$ cat src/rtl/pipe_front_if.sv
// Bundle between the hazard detector / fetch side and the front-end pipeline registers.
// master drives the control and fetch inputs; slave is pipe_front_regs.
interface pipe_front_if #(
  parameter int XLEN  = 32,
  parameter int CNT_W = 32
);
  logic             StallF;
  logic             StallD;
  logic             FlushE;
  logic             PCSrcE;
  logic [XLEN-1:0]  PCTargetE;
  logic [31:0]      InstrF;
  logic [1:0]       ResultSrcD;
  logic             RegWriteD;
  logic             cnt_clr;

  logic [XLEN-1:0]  PCF;
  logic [31:0]      InstrD;
  logic [XLEN-1:0]  PCD;
  logic [XLEN-1:0]  PCPlus4D;
  logic             ValidD;
  logic [4:0]       Rs1D;
  logic [4:0]       Rs2D;
  logic [4:0]       Rs1E;
  logic [4:0]       Rs2E;
  logic [4:0]       RdE;
  logic [1:0]       ResultSrcE;
  logic             RegWriteE;
  logic             ValidE;
  logic [CNT_W-1:0] stall_cnt;
  logic [CNT_W-1:0] flush_cnt;

  modport master (
    output StallF, StallD, FlushE, PCSrcE, PCTargetE, InstrF,
           ResultSrcD, RegWriteD, cnt_clr,
    input  PCF, InstrD, PCD, PCPlus4D, ValidD, Rs1D, Rs2D,
           Rs1E, Rs2E, RdE, ResultSrcE, RegWriteE, ValidE,
           stall_cnt, flush_cnt
  );

  modport slave (
    input  StallF, StallD, FlushE, PCSrcE, PCTargetE, InstrF,
           ResultSrcD, RegWriteD, cnt_clr,
    output PCF, InstrD, PCD, PCPlus4D, ValidD, Rs1D, Rs2D,
           Rs1E, Rs2E, RdE, ResultSrcE, RegWriteE, ValidE,
           stall_cnt, flush_cnt
  );
endinterface

$ cat src/rtl/pipe_front_regs.sv
// PC, IF/ID and ID/EX pipeline registers driven by hazard stall/flush controls,
// with saturating stall/redirect event counters.
module pipe_front_regs #(
  parameter int              XLEN     = 32,
  parameter logic [XLEN-1:0] RESET_PC = '0,
  parameter int              CNT_W    = 32
) (
  input  logic        clk,
  input  logic        rst_n,
  pipe_front_if.slave bus
);
  localparam logic [31:0]      NOP     = 32'h0000_0013;
  localparam logic [XLEN-1:0]  FOUR    = XLEN'(4);
  localparam logic [CNT_W-1:0] CNT_MAX = '1;

  logic [XLEN-1:0]  pcf_q;
  logic [XLEN-1:0]  pc_plus4f;
  logic [31:0]      instrd_q;
  logic [XLEN-1:0]  pcd_q;
  logic [XLEN-1:0]  pcplus4d_q;
  logic             validd_q;
  logic [4:0]       rs1e_q;
  logic [4:0]       rs2e_q;
  logic [4:0]       rde_q;
  logic [1:0]       resultsrce_q;
  logic             regwritee_q;
  logic             valide_q;
  logic [CNT_W-1:0] stall_cnt_q;
  logic [CNT_W-1:0] flush_cnt_q;
  logic             flush_e_eff;

  assign pc_plus4f   = pcf_q + FOUR;
  assign flush_e_eff = bus.FlushE | bus.PCSrcE;

  // Redirect wins over a fetch stall so a taken branch is never lost.
  always_ff @(posedge clk or negedge rst_n) begin
    if (!rst_n)
      pcf_q <= RESET_PC;
    else if (bus.PCSrcE)
      pcf_q <= bus.PCTargetE;
    else if (!bus.StallF)
      pcf_q <= pc_plus4f;
  end

  always_ff @(posedge clk or negedge rst_n) begin
    if (!rst_n) begin
      instrd_q   <= NOP;
      pcd_q      <= '0;
      pcplus4d_q <= '0;
      validd_q   <= 1'b0;
    end else if (bus.PCSrcE) begin
      instrd_q   <= NOP;
      pcd_q      <= '0;
      pcplus4d_q <= '0;
      validd_q   <= 1'b0;
    end else if (!bus.StallD) begin
      instrd_q   <= bus.InstrF;
      pcd_q      <= pcf_q;
      pcplus4d_q <= pc_plus4f;
      validd_q   <= 1'b1;
    end
  end

  // E has no hold: a stalled D instruction is re-issued unless bubbled.
  always_ff @(posedge clk or negedge rst_n) begin
    if (!rst_n) begin
      rs1e_q       <= '0;
      rs2e_q       <= '0;
      rde_q        <= '0;
      resultsrce_q <= '0;
      regwritee_q  <= 1'b0;
      valide_q     <= 1'b0;
    end else if (flush_e_eff) begin
      rs1e_q       <= '0;
      rs2e_q       <= '0;
      rde_q        <= '0;
      resultsrce_q <= '0;
      regwritee_q  <= 1'b0;
      valide_q     <= 1'b0;
    end else begin
      rs1e_q       <= instrd_q[19:15];
      rs2e_q       <= instrd_q[24:20];
      rde_q        <= instrd_q[11:7];
      resultsrce_q <= bus.ResultSrcD;
      regwritee_q  <= bus.RegWriteD & validd_q;
      valide_q     <= validd_q;
    end
  end

  always_ff @(posedge clk or negedge rst_n) begin
    if (!rst_n) begin
      stall_cnt_q <= '0;
      flush_cnt_q <= '0;
    end else if (bus.cnt_clr) begin
      stall_cnt_q <= '0;
      flush_cnt_q <= '0;
    end else begin
      if (bus.StallD && !bus.PCSrcE && stall_cnt_q != CNT_MAX)
        stall_cnt_q <= stall_cnt_q + 1'b1;
      if (bus.PCSrcE && flush_cnt_q != CNT_MAX)
        flush_cnt_q <= flush_cnt_q + 1'b1;
    end
  end

  assign bus.PCF        = pcf_q;
  assign bus.InstrD     = instrd_q;
  assign bus.PCD        = pcd_q;
  assign bus.PCPlus4D   = pcplus4d_q;
  assign bus.ValidD     = validd_q;
  assign bus.Rs1D       = instrd_q[19:15];
  assign bus.Rs2D       = instrd_q[24:20];
  assign bus.Rs1E       = rs1e_q;
  assign bus.Rs2E       = rs2e_q;
  assign bus.RdE        = rde_q;
  assign bus.ResultSrcE = resultsrce_q;
  assign bus.RegWriteE  = regwritee_q;
  assign bus.ValidE     = valide_q;
  assign bus.stall_cnt  = stall_cnt_q;
  assign bus.flush_cnt  = flush_cnt_q;
endmodule

$ cat src/flat_wrapper.sv
// flat-port wrapper written by rule: the top's interface ports become plain ports
module pipe_front_regs_flat 
#(
  parameter int              XLEN     = 32,
  parameter logic [XLEN-1:0] RESET_PC = '0,
  parameter int              CNT_W    = 32
)
  (clk, rst_n, bus_StallF, bus_StallD, bus_FlushE, bus_PCSrcE, bus_PCTargetE, bus_InstrF, bus_ResultSrcD, bus_RegWriteD, bus_cnt_clr, bus_PCF, bus_InstrD, bus_PCD, bus_PCPlus4D, bus_ValidD, bus_Rs1D, bus_Rs2D, bus_Rs1E, bus_Rs2E, bus_RdE, bus_ResultSrcE, bus_RegWriteE, bus_ValidE, bus_stall_cnt, bus_flush_cnt);
  pipe_front_if #(.XLEN(XLEN), .CNT_W(CNT_W)) bus_i ();
  input  logic clk;
  input  logic rst_n;
  input wire logic [$bits(bus_i.StallF)-1:0] bus_StallF;
  input wire logic [$bits(bus_i.StallD)-1:0] bus_StallD;
  input wire logic [$bits(bus_i.FlushE)-1:0] bus_FlushE;
  input wire logic [$bits(bus_i.PCSrcE)-1:0] bus_PCSrcE;
  input wire logic [$bits(bus_i.PCTargetE)-1:0] bus_PCTargetE;
  input wire logic [$bits(bus_i.InstrF)-1:0] bus_InstrF;
  input wire logic [$bits(bus_i.ResultSrcD)-1:0] bus_ResultSrcD;
  input wire logic [$bits(bus_i.RegWriteD)-1:0] bus_RegWriteD;
  input wire logic [$bits(bus_i.cnt_clr)-1:0] bus_cnt_clr;
  output wire logic [$bits(bus_i.PCF)-1:0] bus_PCF;
  output wire logic [$bits(bus_i.InstrD)-1:0] bus_InstrD;
  output wire logic [$bits(bus_i.PCD)-1:0] bus_PCD;
  output wire logic [$bits(bus_i.PCPlus4D)-1:0] bus_PCPlus4D;
  output wire logic [$bits(bus_i.ValidD)-1:0] bus_ValidD;
  output wire logic [$bits(bus_i.Rs1D)-1:0] bus_Rs1D;
  output wire logic [$bits(bus_i.Rs2D)-1:0] bus_Rs2D;
  output wire logic [$bits(bus_i.Rs1E)-1:0] bus_Rs1E;
  output wire logic [$bits(bus_i.Rs2E)-1:0] bus_Rs2E;
  output wire logic [$bits(bus_i.RdE)-1:0] bus_RdE;
  output wire logic [$bits(bus_i.ResultSrcE)-1:0] bus_ResultSrcE;
  output wire logic [$bits(bus_i.RegWriteE)-1:0] bus_RegWriteE;
  output wire logic [$bits(bus_i.ValidE)-1:0] bus_ValidE;
  output wire logic [$bits(bus_i.stall_cnt)-1:0] bus_stall_cnt;
  output wire logic [$bits(bus_i.flush_cnt)-1:0] bus_flush_cnt;
  assign bus_i.StallF = bus_StallF;
  assign bus_i.StallD = bus_StallD;
  assign bus_i.FlushE = bus_FlushE;
  assign bus_i.PCSrcE = bus_PCSrcE;
  assign bus_i.PCTargetE = bus_PCTargetE;
  assign bus_i.InstrF = bus_InstrF;
  assign bus_i.ResultSrcD = bus_ResultSrcD;
  assign bus_i.RegWriteD = bus_RegWriteD;
  assign bus_i.cnt_clr = bus_cnt_clr;
  assign bus_PCF = bus_i.PCF;
  assign bus_InstrD = bus_i.InstrD;
  assign bus_PCD = bus_i.PCD;
  assign bus_PCPlus4D = bus_i.PCPlus4D;
  assign bus_ValidD = bus_i.ValidD;
  assign bus_Rs1D = bus_i.Rs1D;
  assign bus_Rs2D = bus_i.Rs2D;
  assign bus_Rs1E = bus_i.Rs1E;
  assign bus_Rs2E = bus_i.Rs2E;
  assign bus_RdE = bus_i.RdE;
  assign bus_ResultSrcE = bus_i.ResultSrcE;
  assign bus_RegWriteE = bus_i.RegWriteE;
  assign bus_ValidE = bus_i.ValidE;
  assign bus_stall_cnt = bus_i.stall_cnt;
  assign bus_flush_cnt = bus_i.flush_cnt;
  pipe_front_regs #(.XLEN(XLEN), .RESET_PC(RESET_PC), .CNT_W(CNT_W)) u_core (.clk(clk), .rst_n(rst_n), .bus(bus_i));
endmodule
$ cat config.mk
export PLATFORM = sky130hd
export DESIGN_NAME = pipe_front_regs_flat
export DESIGN_NICKNAME = d
export VERILOG_FILES = /design/src/rtl/pipe_front_if.sv /design/src/rtl/pipe_front_regs.sv /design/src/flat_wrapper.sv
export SDC_FILE = /design/constraint.sdc
export NUM_CORES = 1
export LEC_CHECK = 0
export ABC_AREA = 1
export CORE_MARGIN = 5
export CORE_UTILIZATION = 35
export DETAILED_ROUTE_END_ITERATION = 16
export REMOVE_ABC_BUFFERS = 1
export SYNTH_ARGS = -nofsm -noshare
export SYNTH_HDL_FRONTEND = slang
export SYNTH_SLANG_ARGS = --single-unit
$ cat constraint.sdc
create_clock -name clk -period 2.3 [get_ports clk]
set_input_delay 0.46 -clock clk [delete_from_list [all_inputs] [get_ports clk]]
set_output_delay 0.46 -clock clk [all_outputs]
set_load 0.02 [all_outputs]
After elaboration in Yosys (flattened, before gate mapping):

Index checks and enable logic that the tools add are counted.

* bits of input ports: 74
* flip-flop bits (word level): 212
* word-level logic and storage cells: 48
* bits in read-only memories: 0
* bits in writable memories: 0
* bits in latches: 0
* output and inout bits: 222
* memories kept: 0

* multiplexer cells: 20
* reductions and logical operators: 6
* bitwise operators: 2
* multipliers: 0
* equal/unequal tests: 4
* shift-type cells: 0
* $add $sub $neg: 3
* magnitude comparators: 0
* div/mod/pow operators: 0

Operators with widths (number)
* $mux W32: 12
* $add A32 B1 Y32 const B: 2
* $ne A32 B32 Y1 const B: 2
* $add A32 B3 Y32 const B: 1
* $mux W5: 3
* $mux W1: 4
* $ne A2 B1 Y1 const B: 2
* $reduce_bool A2 Y1: 2
* $logic_and A1 B1 Y1: 3
* $mux W2: 1
* $and A1 B1 Y1: 1
* $logic_not A1 Y1: 1
* $or A1 B1 Y1: 1

Longest topological paths before layout:

* depth after elaboration: 5
* depth in mapped cells: 12
* gate-level depth less buffers: 11

Worst setup path after synthesis:

No wires, ideal clock.

* path kind: reg-to-reg
* from: register u_core.stall_cnt_q[0] (netlist: u_core.bus.stall_cnt[0])
* to: register u_core.stall_cnt_q[17] (netlist: u_core.bus.stall_cnt[17])
* path slack: 0.444 ns
* cell stages (with the launch flop): 13
* path buffers: 1
* data required time: 2.234 ns
* library setup time: 0.066 ns
* period minus slack after synthesis: 1.856 ns
* arrival: 1.790 ns
* path through: dfrtp_1 -> ha_1 -> inv_2 -> nor2_4 -> nand2_4 -> nor2_8 -> nand2_4 -> nand2_2 -> nand2_4 -> clkinv_4 -> buf_6 -> nand2_1 -> nand2_1

* longest elaborated chain between the ends: 3
* elaborated cells on any way between the ends: 6
* those cells by class: add/sub: 1; eq/ne: 1; mux: 2; reduce/logical: 2

RTL lines
* start, declared: RTL line pipe_front_regs.sv:28 `logic [CNT_W-1:0] stall_cnt_q;`
* start signal, assigned: RTL line pipe_front_regs.sv:99 `stall_cnt_q <= stall_cnt_q + 1'b1;`
* $add A32 B1 Y32 / $ne A32 B32 Y1 (equally long branches): RTL line pipe_front_regs.sv:99, pipe_front_regs.sv:98
* $mux W32 / $logic_and A1 B1 Y1 (equally long branches): RTL line pipe_front_regs.sv:98 `if (bus.StallD && !bus.PCSrcE && stall_cnt_q != CNT_MAX)`
* $mux W32 / $reduce_bool A2 Y1 (equally long branches)

Several ways; a longest one is shown, not always the timed one. The select of a mux whose other input is x is not followed.
A chain may end at the register's enable or synchronous reset.

Worst setup path in the final report:

* from: register u_core.pcf_q[10] (netlist: u_core.bus.PCF[10])
* to: output bus_PCF[10]

RTL lines
* start, declared: RTL line pipe_front_regs.sv:16 `logic [XLEN-1:0] pcf_q;`
* start signal, assigned: RTL line pipe_front_regs.sv:40 `pcf_q <= bus.PCTargetE;`
* start signal, assigned: RTL line pipe_front_regs.sv:42 `pcf_q <= pc_plus4f;`
* end, declared: RTL line flat_wrapper.sv:21 `output wire logic [$bits(bus_i.PCF)-1:0] bus_PCF;`

No word-level cell between the ends.

==> flow_summary_export.csv <==
group,metric,value,unit
routing,drc_errors,0,
logic_synthesis,yosysWarnings,0,
cts,htreeDepth,1,
worst_setup_path,cp-start-kind,"flop",
sta,fin_crit_sh,0.9337,
sta,setup_viol,0,
min_path,hold_path.class,"input port to flop",
worst_setup_path,crit_chain,"clkdlybuf4s50_1",
finish,nets,1800,
worst_setup_path,cp.required,1.84,ns
power_and_ir_drop,ir_drop,0.4928,mV
cts,cts.sinks,210,
routing,wirelength,36290,um
cts,clk_latency,0.52,ns
cts,post-cts-setup-buffers,0,
routing,drt_iter0_drc,842,
sta,fmax,465.6,MHz
global_routing,first_global_vias,10310,
logic_synthesis,synthTopCellsByCount,"nand2_1, dfrtp_1, nor2_1",
placed_design,dp_hpwl,26820,um
sta,clock_skew,0.01063,ns
global_routing,grt_antenna_before_repair,0,
logic_synthesis,seq_area_frac_synth,0.4886,
power_and_ir_drop,power.density,636.8,nW/um^2
die,core,30510,sq um
routing,wl_per_cell,16.98,um
placed_design,port_buffers,295,
logic_synthesis,ys_seq_elements,210,
logic_synthesis,postSynth.asyncResetShare,1.000,
worst_setup_path,critical_path_class,"flop to output port",
cts,clk_pin_slew,0.06,ns
sta,hold_ws,0.4622,ns
die,io_pins,296,
routing,avgViaCountPerCell,4.885,
sta,report.final.hold_viol_count,0,
sta,worstMarginPinSlew,0.6782,ns
finish,area_delta_synth_final,41.18,%
finish,antenna_cells,0,
die,dieArea,34360,sq um
cts,cts_buffer_depth,3,
logic_synthesis,syn_area_per_cell,7.570,sq um
logic_synthesis,synth.most_common_cell,"nand2_1",
logic_synthesis,synth_cell_types,36,
finish,drive_gt1_frac,0.07237,
power_and_ir_drop,leakagePower,0.006759,uW
logic_synthesis,yosys.area.top_type_share,0.4812,
routing,ant_nets,0,
worst_setup_path,end_kind,"output port",
routing,first_pass_iters,5,
logic_synthesis,synth_edf_count,0,
sta,final.min_clock_period,2.148,ns
worst_setup_path,crit_fanout,6,
routing,vias,10440,
worst_setup_path,critPathBufInv,1,
worst_setup_path,slowest_stage,"clkdlybuf4s50_1",
cts,cts_tree,"yes",
sta,report.final.slew_viol_count,0,
die,start_util,0.3528,
sta,slew_headroom,0.5468,
die,rows,64,
worst_setup_path,rrSetupSlack,0.26,ns
global_routing,grt_usage,0.2057,
cts,root_buffer,"clkbuf_16",
sta,timing.setup.tns,0,ns
logic_synthesis,synth_ff_type,"dfrtp_1",
global_routing,grt_start_max_net_pins,61,
logic_synthesis,yosys.area.top_type,"dfrtp_1",
die,dieHeight,185.4,um
sta,rsz0062_at_grt,"no",
worst_setup_path,crit_family,"buffers and inverters",
job,maxCapViolations,0,
global_routing,grt_overflow,0,
cts,cts_buffers,25,
status,run_status,"complete, no violations",
worst_setup_path,critical_path_arrival,1.69,ns
placed_design,place_congestion,0.8846,
die,die-width,185.4,um
logic_synthesis,netlist_instances,1422,
worst_setup_path,crit_path_max_incr_delay,0.68,ns
logic_synthesis,synthTopCellsByArea,"dfrtp_1, nand2_1, nor2_1",
global_routing,grt_pass1_wl,57210,um
logic_synthesis,syn_area,10760,sq um
## routing by layer
layer | track usage | part of all wire | up-vias
met4 | 0.04610 | 0.025 | 0
met3 | 0.03280 | 0.059 | 54
met2 | 0.3422 | 0.48 | 317
met5 | 0 | 0 | -
li1 | - | - | 5136
met1 | 0.2839 | 0.44 | 4932
## sequential cells by signal, indices dropped and copies added (netlist names)
signal,flops
u_core.bus.ResultSrcE,2
u_core.bus.RdE,5
u_core.bus.Rs2E,5
u_core.bus.PCPlus4D,32
u_core.bus.flush_cnt,32
u_core.bus.PCF,32
u_core.bus.PCD,30
u_core.bus.InstrD,32
u_core.bus.RegWriteE,1
u_core.bus.ValidE,1
u_core.bus.ValidD,1
u_core.bus.stall_cnt,32
u_core.bus.Rs1E,5
## logic make-up (layout without fill, tap and decap cells)
kind of cell             count (synthesis)  in the layout  synth area share
AND/OR/NAND/NOR                        874            874            0.3416
flip-flops                             210            210            0.4886
buffers and inverters                  170            489           0.06777
AO/OA/AOI/OAI                          141            141           0.07904
XOR/XNOR                                24             24           0.01953
adder cells (fa/ha/maj)                  3              3          0.003488
## area by class of cell
class                   instances  area (sq um)
clock inverters                 7         116.4
well taps                     396         495.5
flip-flops and latches        210          5259
repair buffers                334          3361
fillers                      2963         15310
inverters                     110         422.9
multi-input cells            1042          4788
clock buffers                  38         754.5
## worst min-delay path, cell delays in order
cell and delay, ns:
buf_2 0.17, buf_12 0.19, a21oi_1 0.11
## power breakdown
part,internal [uW],switching [uW]
Clock,2590,1550
Combinational,640,841
Sequential,3890,176
## stage by stage
step | area [sq um] | utilization | std cells | total power [uW] | setup slack, ns
2_1_floorplan | 10460 | - | 1362 | 4704 | -0.4469
3_3_place_gp | 14310 | 0.4689 | 2091 | 5608 | 0.1464
3_5_place_dp | 14310 | 0.4689 | 2091 | 5621 | 0.05045
4_1_cts | 15190 | 0.4978 | 2137 | 9832 | 0.04337
5_1_grt | 15200 | 0.4981 | 2137 | 10080 | 0.07073
6_report | 15200 | 0.4981 | 2137 | 9678 | 0.1524
## final timing paths
check                                         from                  endpoint  cells past startpoint
max                             u_core.bus.PCF[10]               bus_PCF[10]                      1
min                                     bus_PCSrcE         u_core.bus.ValidD                      3
max reg2reg                u_core.bus.stall_cnt[0]  u_core.bus.stall_cnt[20]                     11
min reg2reg                     u_core.bus.PCD[10]        u_core.bus.PCD[10]                      2
max in group asynchronous                    rst_n      u_core.bus.InstrD[4]                      3
min in group asynchronous                    rst_n     u_core.bus.InstrD[31]                      2
## cells in the final DEF (no fill, tap or decap), drive strengths merged, types with 4 or more instances in the layout
cell	count
a21oi	7
a22o	18
buf	40
clkbuf	38
clkdlybuf4s50	293
clkinv	5
dfrtp	207
inv	108
nand2	539
nand3	81
nand3b	4
nand4	50
nor2	182
o211ai	5
o21ai	90
o21bai	17
or2	12
xnor2	7
xor2	17
## repair_timing
action / in CTS / in global routing
gates resized for setup: 0 / 2
hold endpoints to repair: 56 / 0
hold buffers: 1 / 0
endpoints found under the setup margin: 0 / 26
(Power assumes the default switching activity.)
==> RTL edit, RTL diff (config.mk and constraints unchanged) <==
Make the reset (`rst_n`) synchronous in 4 clocked blocks.
--- a/src/rtl/pipe_front_regs.sv
+++ b/src/rtl/pipe_front_regs.sv
@@ -34,5 +34,5 @@
 
   // Redirect wins over a fetch stall so a taken branch is never lost.
-  always_ff @(posedge clk or negedge rst_n) begin
+  always_ff @(posedge clk) begin
     if (!rst_n)
       pcf_q <= RESET_PC;
@@ -43,5 +43,5 @@
   end
 
-  always_ff @(posedge clk or negedge rst_n) begin
+  always_ff @(posedge clk) begin
     if (!rst_n) begin
       instrd_q   <= NOP;
@@ -63,5 +63,5 @@
 
   // E has no hold: a stalled D instruction is re-issued unless bubbled.
-  always_ff @(posedge clk or negedge rst_n) begin
+  always_ff @(posedge clk) begin
     if (!rst_n) begin
       rs1e_q       <= '0;
@@ -88,5 +88,5 @@
   end
 
-  always_ff @(posedge clk or negedge rst_n) begin
+  always_ff @(posedge clk) begin
     if (!rst_n) begin
       stall_cnt_q <= '0;
Check against the original RTL: differs if rst_n is asserted again (counterexample within 4 cycles, from zero or initial values and one cycle with rst_n low); with rst_n held inactive, the same outputs for 4 cycles.
==> RTL edit against the original RTL <==
- setup slack got worse by 0.011 ns
- design area is 5.1% lower
- count of clock-buffer cells in the layout decreased by 8
- sequential cell count did not move
- power down 6.6%
- critical endpoint is now bus_PCF[6]
- non-clock buffer count down 21
- first-iteration DRC count is 33% lower
- routed wire length decreased by 4.6%
- synthesized area shrank 4.5%
==> RTL edit: results (changes against the original RTL) <==
[power_and_ir_drop]
ir_drop_uv = 441  ; -11%
p_int_w = 0.00678  ; -4.7%
p_leak_nw = 5.40  ; -20%

[setup_path]
reg2reg_depth = 10  ; -1
r2r-start = u_core.bus.flush_cnt[0]
crit_end = bus_PCF[6]
cp-startpoint = u_core.bus.PCF[6]

[final_layout]
nNetsFinal = 1896  ; +5.3%
drive_above_1_share = 0.0702  ; -0.00219
seq_area_um2 = 4200  ; -20%
multi_input_gates = 1106  ; +6.1%
multi_input_area_share = 0.351  ; +0.0364
n_all_buffers = 313  ; -6.3%
clk_share = 0.0612  ; +0.00388

[grt]
grt_pass1_wl_um = 54800  ; -4.2%
antenna_found_initial = 3  ; +3
grt_pass1_vias = 9963  ; -3.3%

[route]
drtIter0Drc = 563  ; -33%
routed_wl_um = 34600  ; -4.6%

[place]
dp_hpwl_um = 25400  ; -5.3%

[logic_synthesis]
synthXorXnorAreaFrac = 0.0349  ; +0.0154
synth-adder-area-share = 0.00365  ; +0.000162
synth-compound-area-share = 0.128  ; +0.0493
yosysTopAreaCellShare = 0.409  ; -0.0725

[outcome]
outcome = complete, no violations

[timing]
slew_headroom = 0.493  ; -0.0541

## RTL edit: cell count changes after synthesis, sizes merged, moves of 14 or more
cell,unedited run,this run
xor2,17,31
a21oi,7,121
a22o,18,0
nand3,81,54
nor2,182,270
nand2,539,480
inv,107,163
dfrtp,207,0
dfxtp,0,210
nand4,50,10
o21bai,17,1
## RTL edit: layer usage
| layer | global-route usage | vias to the layer above | share of wire |
|---|---|---|---|
| met5 | 0 | - | 0.00032 |
| met4 | 0.0525 | 2 | 0.026 |
| met3 | 0.0602 | 53 | 0.079 |
| met2 | 0.341 | 282 | 0.47 |
| met1 | 0.252 | 4693 | 0.42 |
| li1 | - | 5368 | - |
## RTL edit: how the worst min path moves through the flow
stage                           end  slack [ns]  depth (start not counted)                  start
3_3_place_gp      u_core.bus.RdE[4]        0.44                          2  u_core.bus.InstrD[11]
4_1_cts           u_core.bus.PCF[4]        0.38                          3             bus_PCSrcE
3_5_place_dp      u_core.bus.RdE[4]        0.44                          2  u_core.bus.InstrD[11]
5_1_grt           u_core.bus.PCF[5]        0.40                          3             bus_PCSrcE
2_1_floorplan  u_core.bus.RegWriteE        0.52                          2      u_core.bus.ValidD
6_report          u_core.bus.PCF[4]        0.40                          3             bus_PCSrcE
## RTL edit: cells by family after synthesis
group,Yosys count
simple gates,821
buf+inv,236
xor+xnor,41
flops,210
compound gates,241
fa+ha+maj,3
## RTL edit: power groups by stage
stage | combinational, W | sequential, W | clock [W]
after global placement | 0.000963 | 0.00391 | 0
after detailed placement | 0.000966 | 0.00391 | 0
final | 0.000960 | 0.00383 | 0.00425
after floorplan | 0.000288 | 0.00402 | 0
after CTS | 0.000970 | 0.00383 | 0.00437
after global routing | 0.00104 | 0.00384 | 0.00452
